==> config.mk <==
export PLATFORM = sky130hd
export DESIGN_NAME = fec_cc_encoder
export DESIGN_NICKNAME = d
export VERILOG_FILES = /design/src/rtl/fec_cc_encoder.sv
export SDC_FILE = /design/constraint.sdc
export NUM_CORES = 1
export LEC_CHECK = 0
export BUFFER_PORTS_ARGS = -buffer_cell sky130_fd_sc_hd__buf_2
export CORE_MARGIN = 5
export CORE_UTILIZATION = 42
export CTS_BUF_LIST = sky130_fd_sc_hd__clkbuf_8
export CTS_CLUSTER_SIZE = 8
export DETAILED_ROUTE_END_ITERATION = 8
export PLACE_DENSITY = 0.61
export SLEW_MARGIN = 20
export SYNTH_ARGS = -nofsm -noshare
export SYNTH_HDL_FRONTEND = slang
export SYNTH_SLANG_ARGS = --single-unit
==> constraint.sdc <==
create_clock -name clock_50 -period 5.8 [get_ports clock_50]
set_input_delay 0.29 -clock clock_50 [delete_from_list [all_inputs] [get_ports clock_50]]
set_output_delay 0.29 -clock clock_50 [all_outputs]
set_load 0.01 [all_outputs]
==> src/rtl/fec_cc_encoder.sv <==
// rtl/fec_cc_encoder.sv - tailbiting K=7 convolutional encoder with ping-pong block store and puncturing
module fec_cc_encoder #(
    parameter int         BLOCK_LEN = 96,
    parameter logic [6:0] G1        = 7'o171,
    parameter logic [6:0] G2        = 7'o133
) (
    input  logic       clock_50,
    input  logic       reset,
    input  logic       in_valid,
    output logic       in_ready,
    input  logic       in_data,
    input  logic [1:0] in_mode,
    output logic       out_valid,
    input  logic       out_ready,
    output logic       out_data,
    output logic       out_last
);

    localparam int             PW       = $clog2(BLOCK_LEN);
    localparam logic [PW-1:0]  LAST_IDX = PW'(BLOCK_LEN - 1);

    typedef enum logic [1:0] {IDLE, LOAD, ENCODE} state_t;

    logic [BLOCK_LEN-1:0] mem [2];
    logic [1:0]           bank_mode [2];
    logic [1:0]           full;
    logic [1:0]           full_nxt;
    logic                 wr_bank;
    logic [PW-1:0]        wr_ptr;
    logic                 wr_fire;
    logic                 wr_done;

    state_t               state;
    logic                 rd_bank;
    logic [5:0]           sr;
    logic [PW-1:0]        idx;
    logic [1:0]           phase;
    logic                 sym;
    logic [1:0]           mode_r;

    logic                 cur_bit;
    logic [6:0]           win;
    logic                 x_bit;
    logic                 y_bit;
    logic                 two_sym;
    logic                 sel_y;
    logic                 bit_end;
    logic                 blk_end;
    logic                 phase_wrap;
    logic                 enc;
    logic                 out_fire;
    logic                 rd_done;

    assign in_ready = ~full[wr_bank];
    assign wr_fire  = in_valid & in_ready;
    assign wr_done  = wr_fire && (wr_ptr == LAST_IDX);

    always_ff @(posedge clock_50) begin
        if (wr_fire) begin
            mem[wr_bank][wr_ptr] <= in_data;
        end
    end

    // The written bank is never the full read bank, so both updates can land together.
    always_comb begin
        full_nxt = full;
        if (wr_done) begin
            full_nxt[wr_bank] = 1'b1;
        end
        if (rd_done) begin
            full_nxt[rd_bank] = 1'b0;
        end
    end

    always_ff @(posedge clock_50 or negedge reset) begin
        if (!reset) begin
            full         <= '0;
            wr_bank      <= 1'b0;
            wr_ptr       <= '0;
            bank_mode[0] <= 2'd0;
            bank_mode[1] <= 2'd0;
        end else begin
            full <= full_nxt;
            if (wr_fire) begin
                if (wr_ptr == '0) begin
                    bank_mode[wr_bank] <= in_mode;
                end
                if (wr_done) begin
                    wr_ptr  <= '0;
                    wr_bank <= ~wr_bank;
                end else begin
                    wr_ptr <= wr_ptr + 1'b1;
                end
            end
        end
    end

    assign cur_bit = mem[rd_bank][idx];
    assign win     = {cur_bit, sr};
    assign x_bit   = ^(win & G1);
    assign y_bit   = ^(win & G2);

    // Phase 1 of either punctured pattern keeps only Y, phase 2 (3/4 only) keeps only X.
    assign two_sym    = (mode_r == 2'd0) || (phase == 2'd0);
    assign sel_y      = sym | (!two_sym && (phase == 2'd1));
    assign bit_end    = two_sym ? sym : 1'b1;
    assign blk_end    = bit_end && (idx == LAST_IDX);
    assign phase_wrap = (mode_r == 2'd0) ||
                        (mode_r == 2'd1 && phase == 2'd1) ||
                        (mode_r == 2'd2 && phase == 2'd2);

    assign enc       = (state == ENCODE);
    assign out_valid = enc;
    assign out_data  = enc & (sel_y ? y_bit : x_bit);
    assign out_last  = enc & blk_end;
    assign out_fire  = enc & out_ready;
    assign rd_done   = out_fire & blk_end;

    always_ff @(posedge clock_50 or negedge reset) begin
        if (!reset) begin
            state   <= IDLE;
            rd_bank <= 1'b0;
            sr      <= '0;
            idx     <= '0;
            phase   <= 2'd0;
            sym     <= 1'b0;
            mode_r  <= 2'd0;
        end else begin
            case (state)
                IDLE: begin
                    if (full[rd_bank]) begin
                        state <= LOAD;
                    end
                end
                LOAD: begin
                    // Tailbiting: start from the block's own last six bits.
                    sr     <= mem[rd_bank][BLOCK_LEN-1 -: 6];
                    idx    <= '0;
                    phase  <= 2'd0;
                    sym    <= 1'b0;
                    mode_r <= (bank_mode[rd_bank] == 2'd3) ? 2'd0 : bank_mode[rd_bank];
                    state  <= ENCODE;
                end
                ENCODE: begin
                    if (out_fire) begin
                        if (!bit_end) begin
                            sym <= 1'b1;
                        end else begin
                            sym   <= 1'b0;
                            sr    <= {cur_bit, sr[5:1]};
                            phase <= phase_wrap ? 2'd0 : phase + 1'b1;
                            if (blk_end) begin
                                idx     <= '0;
                                rd_bank <= ~rd_bank;
                                state   <= IDLE;
                            end else begin
                                idx <= idx + 1'b1;
                            end
                        end
                    end
                end
                default: state <= IDLE;
            endcase
        end
    end

endmodule
### Word-level counts from Yosys, hierarchy flattened

Memories as Yosys holds them, arrays and structs flattened.
Cells that the tools add are included.

* register bits: 35
* output and inout bits: 4
* memories: 1
* RAM bits: 192
* input bits: 7
* logic and storage cells: 124

* reductions and logical operators: 26
* bitwise logic cells: 14
* magnitude comparators: 10
* $add $sub $neg: 3
* muxes and demuxes: 45
* eq/ne operators: 13

Memory list
* mem: depth 2, width 96, read ports 1, clocked after memory_dff 0, write ports 1, line 24 `logic [BLOCK_LEN-1:0] mem [2];`

Operator list (count)
* 96-bit 2-to-1 mux: 1
* 2-bit 2-to-1 mux: 14
* 7-bit 2-to-1 mux: 4
* 7-bit by 8-bit less-than comparator with 1-bit output, second input constant: 2
* 7-bit by 1-bit adder with 7-bit output, second input constant: 2
* 7-bit == test, second input constant: 2
* 7-bit case mux with 2 select lines: 1
* 7-bit XOR reduction: 2
* 1-bit 2-to-1 mux: 13
* 6-bit 2-to-1 mux: 2
* 6-bit case mux with 2 select lines: 1
* 1-bit logical AND: 9
* 2-bit == test, second input constant: 4
* 4-bit AND reduction: 2
* 1-bit binary-select mux with 7-bit select: 1
* 1-bit demux with 7-bit select: 1
* 7-bit by 1-bit >= comparator with 1-bit output, second input constant: 1
* 7-bit logical NOT: 1
* 2-bit by 1-bit == test with 1-bit output, second input constant: 3
* 2-bit logical NOT: 3
* 2-bit inequality test, second input constant: 3
* 2-bit case mux with 3 select lines: 1
* 2-bit AND reduction: 3
* 1-bit bitwise AND: 5
* other kinds (21): 30

### Logic depth before layout (Yosys ltp)

Gate-level depths: netlist of run 1.

* depth after elaboration: 8
* mapped depth: 11
* gate-level depth less buffers: 9

### Least setup slack after synthesis of run 1

No wires, ideal clock.

* kind: register to output
* start: reg idx[0]
* end: out out_data
* required time: 5.510 ns
* slack: 3.200 ns
* arrival time: 2.310 ns
* stages on the path, launching flop included: 11
* path buffers: 3
* cells stage by stage: dfrtp_1 buf_2 buf_2 buf_4 mux4_2 nand2_1 o211ai_1 o2111a_1 a211oi_2 a21oi_1 nor3b_2

* longest elaborated chain between the ends: 5
* elaborated cells between the ends (all ways): 6
* those cells by class: mux (3); bitwise (1); reduce/logical (2)

RTL lines
* start: declaration: line 36 `logic [PW-1:0] idx;`
* start signal: assignment: line 157 `idx <= idx + 1'b1;`
* 1-bit binary-select mux with 7-bit select *: line 98 `assign cur_bit = mem[rd_bank][idx];`
* 1-bit 2-to-1 mux (not written as such) *: line 98
* 7-bit XOR reduction (on tied branches): line 100, 101
* 1-bit 2-to-1 mux *: line 114 `assign out_data = enc & (sel_y ? y_bit : x_bit);`
* 1-bit bitwise AND *: line 114
* end: declaration: line 15 `output logic out_data,`

Mark *: on every way between the ends. The rest lies on a longest branch, timed or not. The select of a mux whose other input is x is not followed.

### Final worst setup path of run 1

* start: reg rd_bank
* end: out out_data

* longest elaborated chain between the ends: 6
* elaborated cells between the ends (all ways): 7
* those cells by class: mux (3); bitwise (1); reduce/logical (2); memory (1)

RTL lines
* start: declaration: line 34 `logic rd_bank;`
* start signal: assignment: line 154 `rd_bank <= ~rd_bank;`
* memory read 2 x 96 bit *
* 1-bit binary-select mux with 7-bit select *: line 98
* 1-bit 2-to-1 mux (not written as such) *: line 98
* 7-bit XOR reduction (on tied branches): line 100, 101
* 1-bit 2-to-1 mux *: line 114
* 1-bit bitwise AND *: line 114

Marks and branches as above.

==> results of run 1 <==
-- placed cells by master, fill, tap and decap left out, drive strengths merged, types with 3 or more instances in the layout --
cell type	n
a21oi	15
a221oi	6
and3	3
buf	16
clkbuf	43
clkinv	11
dfrtp	35
dlygate4sd3	3
edfxtp	192
ha	6
inv	26
mux2	18
mux2i	25
mux4	40
nand2	56
nand2b	9
nand3	18
nand4	7
nor2	212
nor2b	9
nor3	11
nor3b	3
nor4	4
o211ai	6
o21ai	21
o31ai	5
xnor2	5
xor2	4
-- worst reg2reg max path, delay by kind of cell (launching register included) --
kind            cells  cell delay (ps)
compound gates      4              760
mux                 2             1010
simple gates        1              150
flops               1              880
buf+inv             1              480
-- registers in the layout, summed over array words and instances (netlist names) --
signal	count
phase	2
wr_bank	1
full	2
sr	6
idx	7
sym	1
state	2
bank_mode	4
mode_r	2
wr_ptr	7
mem	192
rd_bank	1
-- worst max-delay path by stage --
stage	startpoint	depth (start not counted)	slack (ps)	to
floorplan	idx[0]	10	3200	out_data
global placement	rd_bank	9	2090	out_data
detailed placement	rd_bank	9	2120	out_data
CTS	rd_bank	9	1520	out_data
global route	rd_bank	9	1360	out_data
finish	rd_bank	9	1610	out_data
-- metrics by stage --
| stage | hold slack (ps) | utilization | instances |
|---|---|---|---|
| 6_report | 98.3 | 0.467 | 1159 |
| 5_1_grt | 120 | 0.467 | 1159 |
| 4_1_cts | 73.2 | 0.467 | 1159 |
| 3_5_place_dp | 426 | 0.436 | 1087 |
| 3_3_place_gp | 425 | 0.436 | 1087 |
| 2_1_floorplan | -5.59 | - | 808 |
-- synth_stat cells (all sizes together), types with 2 or more instances --
cell,count
nor2,212
edfxtp,192
nand2,56
clkbuf,44
mux4,40
dfrtp,35
mux2i,25
o21ai,21
mux2,18
nand3,18
buf,17
a21oi,15
inv,12
nor3,11
nand2b,9
nor2b,9
nand4,7
a221oi,6
ha,6
o211ai,6
o31ai,5
xnor2,5
nor4,4
xor2,4
and3,3
nor3b,3
and2,2
nand3b,2
-- cell type report --
| type | count | share of cell area |
|---|---|---|
| multi-input cells | 508 | 0.301 |
| repair buffers | 19 | 0.0112 |
| flip-flops and latches | 227 | 0.585 |
| clock buffers | 43 | 0.0521 |
| clock inverters | 26 | 0.0110 |
| well taps | 324 | 0.0357 |
| inverters | 12 | 0.00397 |
-- timing repair --
item,CTS,global route
setup buffers,0,0
hold buffers,3,0
hold endpoints to repair,39,0
endpoints found under the setup margin,0,0
-- per-layer routing --
layer,GRT usage,part of all wire,vias to the layer above
met3,0.0296,0.059,51
li1,-,-,2927
met5,0,0,-
met1,0.246,0.43,3334
met2,0.285,0.48,197
met4,0.0555,0.026,0
-- logic make-up (layout without fill, tap and decap cells) --
logic type | Yosys count | count (layout)
AND/OR/NAND/NOR | 341 | 341
buffers and inverters | 73 | 100
adder cells (fa/ha/maj) | 6 | 6
XOR/XNOR | 9 | 9
flip-flops | 227 | 227
multiplexers | 83 | 83
AO/OA/AOI/OAI | 69 | 69
-- power by group --
part | total, mW | internal [mW] | switching (mW)
clock network | 1.34 | 0.720 | 0.624
registers | 2.04 | 1.85 | 0.187
logic | 0.991 | 0.400 | 0.591
==> results.ini, run 1 <==
[finish]
final-seq-area_um2=6650
antenna_cells=0
area_delta_synth_final_pct=9.60
post_route_cells_drive_above_1_share=0.149
final_area_um2=11400
fillers=2197
multi_input_comb_area_um2=3410
nets=820

[sta]
maxSlewViolCount=0
final_hold_viols=0
max-slew-margin-rel=0.335
clock-skew-final_ps=23.9
worst_pin_slew_ps=994
layout_worst_path_cycle_share=0.723
setup_tns_ps=0
period_minus_slack_ps=4190
fmax_ghz=0.239
final-setup-viol-count=0
final_critical_path_setup_slack_ps=1610
rsz0062_at_grt=false

[global_route]
initial_antenna_violation_count=0
pin_count_of_the_biggest_net_entering_global_routing=111
groute.usage.overall=0.176
grt_pass1_vias=6468
grt-ovfl-total=0
grt_first_pass_wirelength_um=38300

[floorplanning]
start_util=0.426
die_footprint_um2=27900
die_height_um=167
rows=57
io_pins=11
die_width_um=167
fp.coreArea_um2=24300

[setup_path]
worstSetupEndpointType=primary output
reg2reg_from=rd_bank
worst_r2r_path_depth=8
cp_num_buf_inv=2
slowest_stage=sky130_fd_sc_hd__dfrtp_4
worst-setup-path-type=flip-flop to primary output
critical_path.top_delay_family=multiplexers
worstPathRequired_ps=5510
worst_path_most_repeated_cell=sky130_fd_sc_hd__mux4_2
cp_data_arrival_time_ps=3900
critical_path.max_stage_delay_ps=880
timing.critical_path.from_type=flip-flop
worst-path-max-fanout=41
worst-r2r-setup-slack_ps=2410
crit_path_cell_trace=buf_4 > mux4_2 > mux4_2 > nand2b_1 > o311a_1 > a211oi_2 > a21oi_1 > nor3b_2 > buf_2
r2r_end=sr[5]

[synth]
synth_sequential_area_ratio=0.641
ys.warnings.count=0
area_leader_netlist=sky130_fd_sc_hd__edfxtp_1
ys_async_sr_fraction=0.154
synth.mux.area_fraction=0.131
number_of_enable_type_register_cells_in_the_synthesized_netlist=192
netlist_instances=808
synth.net_count=821
synth.top_cells.by_area=sky130_fd_sc_hd__edfxtp_1 (56%), sky130_fd_sc_hd__mux4_2 (8.7%), sky130_fd_sc_hd__dfrtp_1 (8.5%), sky130_fd_sc_hd__nor2_1 (7.7%), sky130_fd_sc_hd__mux2i_1 (2.4%)
post_synth_instance_area_um2=10400
synth_simple_gate_area_share=0.139
dominant_combinational_cell_family_by_area_after_synthesis=simple AND/OR/NAND/NOR gates
ys_ff_latch=227
postSynthAreaPerCell_um2=12.8
post-synth-top-area-fraction=0.556
synth-adder-area-share=0.00725
synthesized_area_fraction_occupied_by_xor_and_xnor_cells=0.00761
synth-main-ff-cell=sky130_fd_sc_hd__edfxtp_1
fraction_of_the_mapped_netlist_area_in_compound_gates=0.0447
post_synth_num_cell_types=54

[clock_network]
ctsLongestPathBuffers=3
cts_tree=yes
cts_buffers=39
clock_tree.root_cell=sky130_fd_sc_hd__clkbuf_8
cts.sink_count=227
clkLatencyLatePin_ps=530
htree_num_levels=2
cts-resized-gates=0
clock_edge_transition_at_the_registers_on_the_reported_setup_and_hold_paths_ps=60

[hold_path]
min-delay-path-class=primary input to flip-flop
worst_hold_path.endpoint=full[1]
min_from=out_ready
hold-path-cell-count=2

[routing]
postRouteAntennaNets=0
route.detailed.vias_per_inst=5.62
route.detailed.drc=0
totalWireLength_um=24500
via_count=6509
average_wire_per_standard_cell_um=21.2
drt-pass1-iter-count=5
drtIter0Drc=543

[run_status]
run_status=finished, final reports clean

[place]
placedInstanceArea_um2=10600
place_worst_setup_slack_ps=2120
dp_hpwl_um=14900
port_buffer_count=10
routabilityCongestion=0.794

[pwr]
vdd_drop_max_mv=0.162
total_power_mw=4.37
power-per-cell-area_nw_per_um2=385
p_leak_nw=3.63

[job]
cap_violations=0

Note: power is estimated with default switching activity, not from simulation.
==> run 2: changes to the inputs <==
clock period = 4.2 ns   (was 5.8 ns; I/O delays follow)
==> run 2 against run 1 <==
Clock-buffer cell count down 2. Via count rose by 0.97%. Clock skew down 3.1 ps. Core utilization increased by 0.17 points. Register-to-register slack got worse by 1300 ps. Non-clock buffer count up 7. Power is 38% higher. Sequential power is 38% higher. Critical path type unchanged. Highest routed layer unchanged.
==> results.ini, run 2 (synthesized netlist as in run 1, its figures left out) <==
[sta]
maxSlewViolCount=0
fmax_ghz=0.264
max-slew-margin-rel=0.283
worst_pin_slew_ps=1080
hold_slack_ps=160
setup_tns_ps=0
period_minus_slack_ps=3790
rsz0062_at_grt=false
clock-skew-final_ps=20.8
final-setup-viol-count=0
layout_worst_path_cycle_share=0.903
final_hold_viols=0

[job]
cap_violations=0

[clock_network]
cts_tree=yes
clock_tree.root_cell=sky130_fd_sc_hd__clkbuf_8
clock_edge_transition_at_the_registers_on_the_reported_setup_and_hold_paths_ps=50
htree_num_levels=2
cts_post_setup_buffers_inserted=0
ctsLongestPathBuffers=3
cts_buffers=40
cts.sink_count=227
clkLatencyLatePin_ps=540

[setup_path]
worst-path-max-fanout=42
worst-setup-path-type=flip-flop to primary output
worst_path_most_repeated_cell=sky130_fd_sc_hd__mux4_2
crit_path_cell_trace=mux4_2 > mux4_2 > nand2b_1 > o311a_1 > a211oi_2 > a21oi_1 > nor3b_2 > buf_2
critical_path.top_delay_family=multiplexers
worstPathRequired_ps=3990
worst_r2r_path_depth=7
worstSetupEndpointType=primary output
slowest_stage=sky130_fd_sc_hd__dfrtp_4
reg2reg_from=rd_bank
critical_path.max_stage_delay_ps=890
cp_data_arrival_time_ps=3580
cp_num_buf_inv=1
r2r_end=sr[5]
timing.critical_path.from_type=flip-flop
worst-r2r-setup-slack_ps=1120

[pwr]
power.switching_fraction=0.329
p_leak_nw=3.67
internal-power_mw=4.04
power.share.sequential=0.466
total_power_mw=6.02
power.share.clock=0.296
netSwitchingPower_mw=1.98
power-per-cell-area_nw_per_um2=528
power_frac_comb=0.238
vdd_drop_max_mv=0.246

[finish]
fin_cells=1170
final-seq-area_um2=6650
area_delta_synth_final_pct=10.0
regMostFlops=mem
nets=828
final_area_um2=11400
multi_input_comb_area_um2=3410
mostFrequentLayoutCells=sky130_fd_sc_hd__nor2_1 (212), sky130_fd_sc_hd__edfxtp_1 (192), sky130_fd_sc_hd__nand2_1 (56)
post_route_cells_drive_above_1_share=0.151
fillers=2214
largest_register_ffs=192
layout_commonest_cell=sky130_fd_sc_hd__nor2_1
antenna_cells=0
top_regs=mem x192, idx x7, wr_ptr x7

[place]
dp_hpwl_um=15300
routabilityCongestion=0.829
placedInstanceArea_um2=10700
place.detailed.instances=1093
port_buffer_count=10

[global_route]
pin_count_of_the_biggest_net_entering_global_routing=121
grt_pass1_vias=6558
initial_antenna_violation_count=0
grt_first_pass_wirelength_um=39000
grt-ovfl-total=0
groute.usage.overall=0.180

[routing]
route.detailed.vias_per_inst=5.62
postRouteAntennaNets=0
average_wire_per_standard_cell_um=21.5
drtIter0Drc=592
route.top_layer_used=met4
route.detailed.drc=0
routed-wl-met2_um=12000
totalWireLength_um=25200
met3_wirelength_um=2040
drt-pass1-iter-count=5
met1_length_um=10700
via_count=6572

[floorplanning]
die_height_um=167
start_util=0.426
io_pins=11
die_footprint_um2=27900
die_width_um=167
fp.coreArea_um2=24300
rows=57

[run_status]
run_status=finished, final reports clean

[hold_path]
worst_hold_path.endpoint=wr_ptr[0]
min_from=in_valid
hold-path-cell-count=4
min-delay-path-class=primary input to flip-flop

## run 2: cell types whose count changed in the layout (fill, tap and decap cells not counted)
cell                            before  now
sky130_fd_sc_hd__inv_1              26   33
sky130_fd_sc_hd__buf_12              0    1
sky130_fd_sc_hd__bufinv_16           1    0
sky130_fd_sc_hd__clkinv_2            1    0
sky130_fd_sc_hd__buf_4               7   12
sky130_fd_sc_hd__clkbuf_8           43   41
sky130_fd_sc_hd__clkinv_1           10    9
sky130_fd_sc_hd__clkinvlp_4          0    2
sky130_fd_sc_hd__dlygate4sd3_1       3    4
## run 2: through the flow
stage / worst slack, ps / utilization
4_1_cts: 368 / 0.469
2_1_floorplan: 1680 / -
6_report: 406 / 0.469
3_5_place_dp: 953 / 0.439
3_3_place_gp: 949 / 0.439
5_1_grt: 193 / 0.469
## run 2: worst max path at each step
stage | from | to | slack (ps) | cells after the start
2_1_floorplan | idx[0] | out_data | 1680 | 10
3_3_place_gp | rd_bank | out_data | 950 | 8
3_5_place_dp | rd_bank | out_data | 950 | 8
4_1_cts | rd_bank | out_data | 370 | 8
5_1_grt | rd_bank | out_data | 190 | 8
6_report | rd_bank | out_data | 410 | 8
## run 2: power groups by stage
stage | clock network (mW) | registers (mW) | logic [mW]
after global placement | 0 | 2.85 | 1.41
after detailed placement | 0 | 2.85 | 1.42
after global routing | 1.93 | 2.83 | 1.55
after floorplan | 0 | 2.66 | 1.13
final | 1.78 | 2.81 | 1.43
after CTS | 1.82 | 2.80 | 1.43
## run 2: cell type report
cell class	instances	area share
flip-flops and latches	227	0.583
multi-input cells	508	0.300
clock buffers	41	0.0495
well taps	324	0.0356
repair buffers	26	0.0171
clock inverters	32	0.0112
inverters	12	0.00395
## run 2: what timing repair did
| item | in CTS | in global routing |
|---|---|---|
| hold buffers | 4 | 0 |
| endpoints found under the setup margin | 0 | 0 |
| hold endpoints to repair | 40 | 0 |
| resized for setup | 0 | 0 |
## run 2: tightest hold or removal path, cell delays in order
cell and delay [ps]:
sky130_fd_sc_hd__buf_2 100, sky130_fd_sc_hd__nand2_1 120, sky130_fd_sc_hd__or3_1 120, sky130_fd_sc_hd__o21ai_0 80
## run 2: metal layers
layer | vias to the layer above | global-route usage
li1 | 2950 | -
met4 | 0 | 0.0455
met1 | 3314 | 0.245
met3 | 43 | 0.0460
met2 | 265 | 0.293
met5 | - | 0
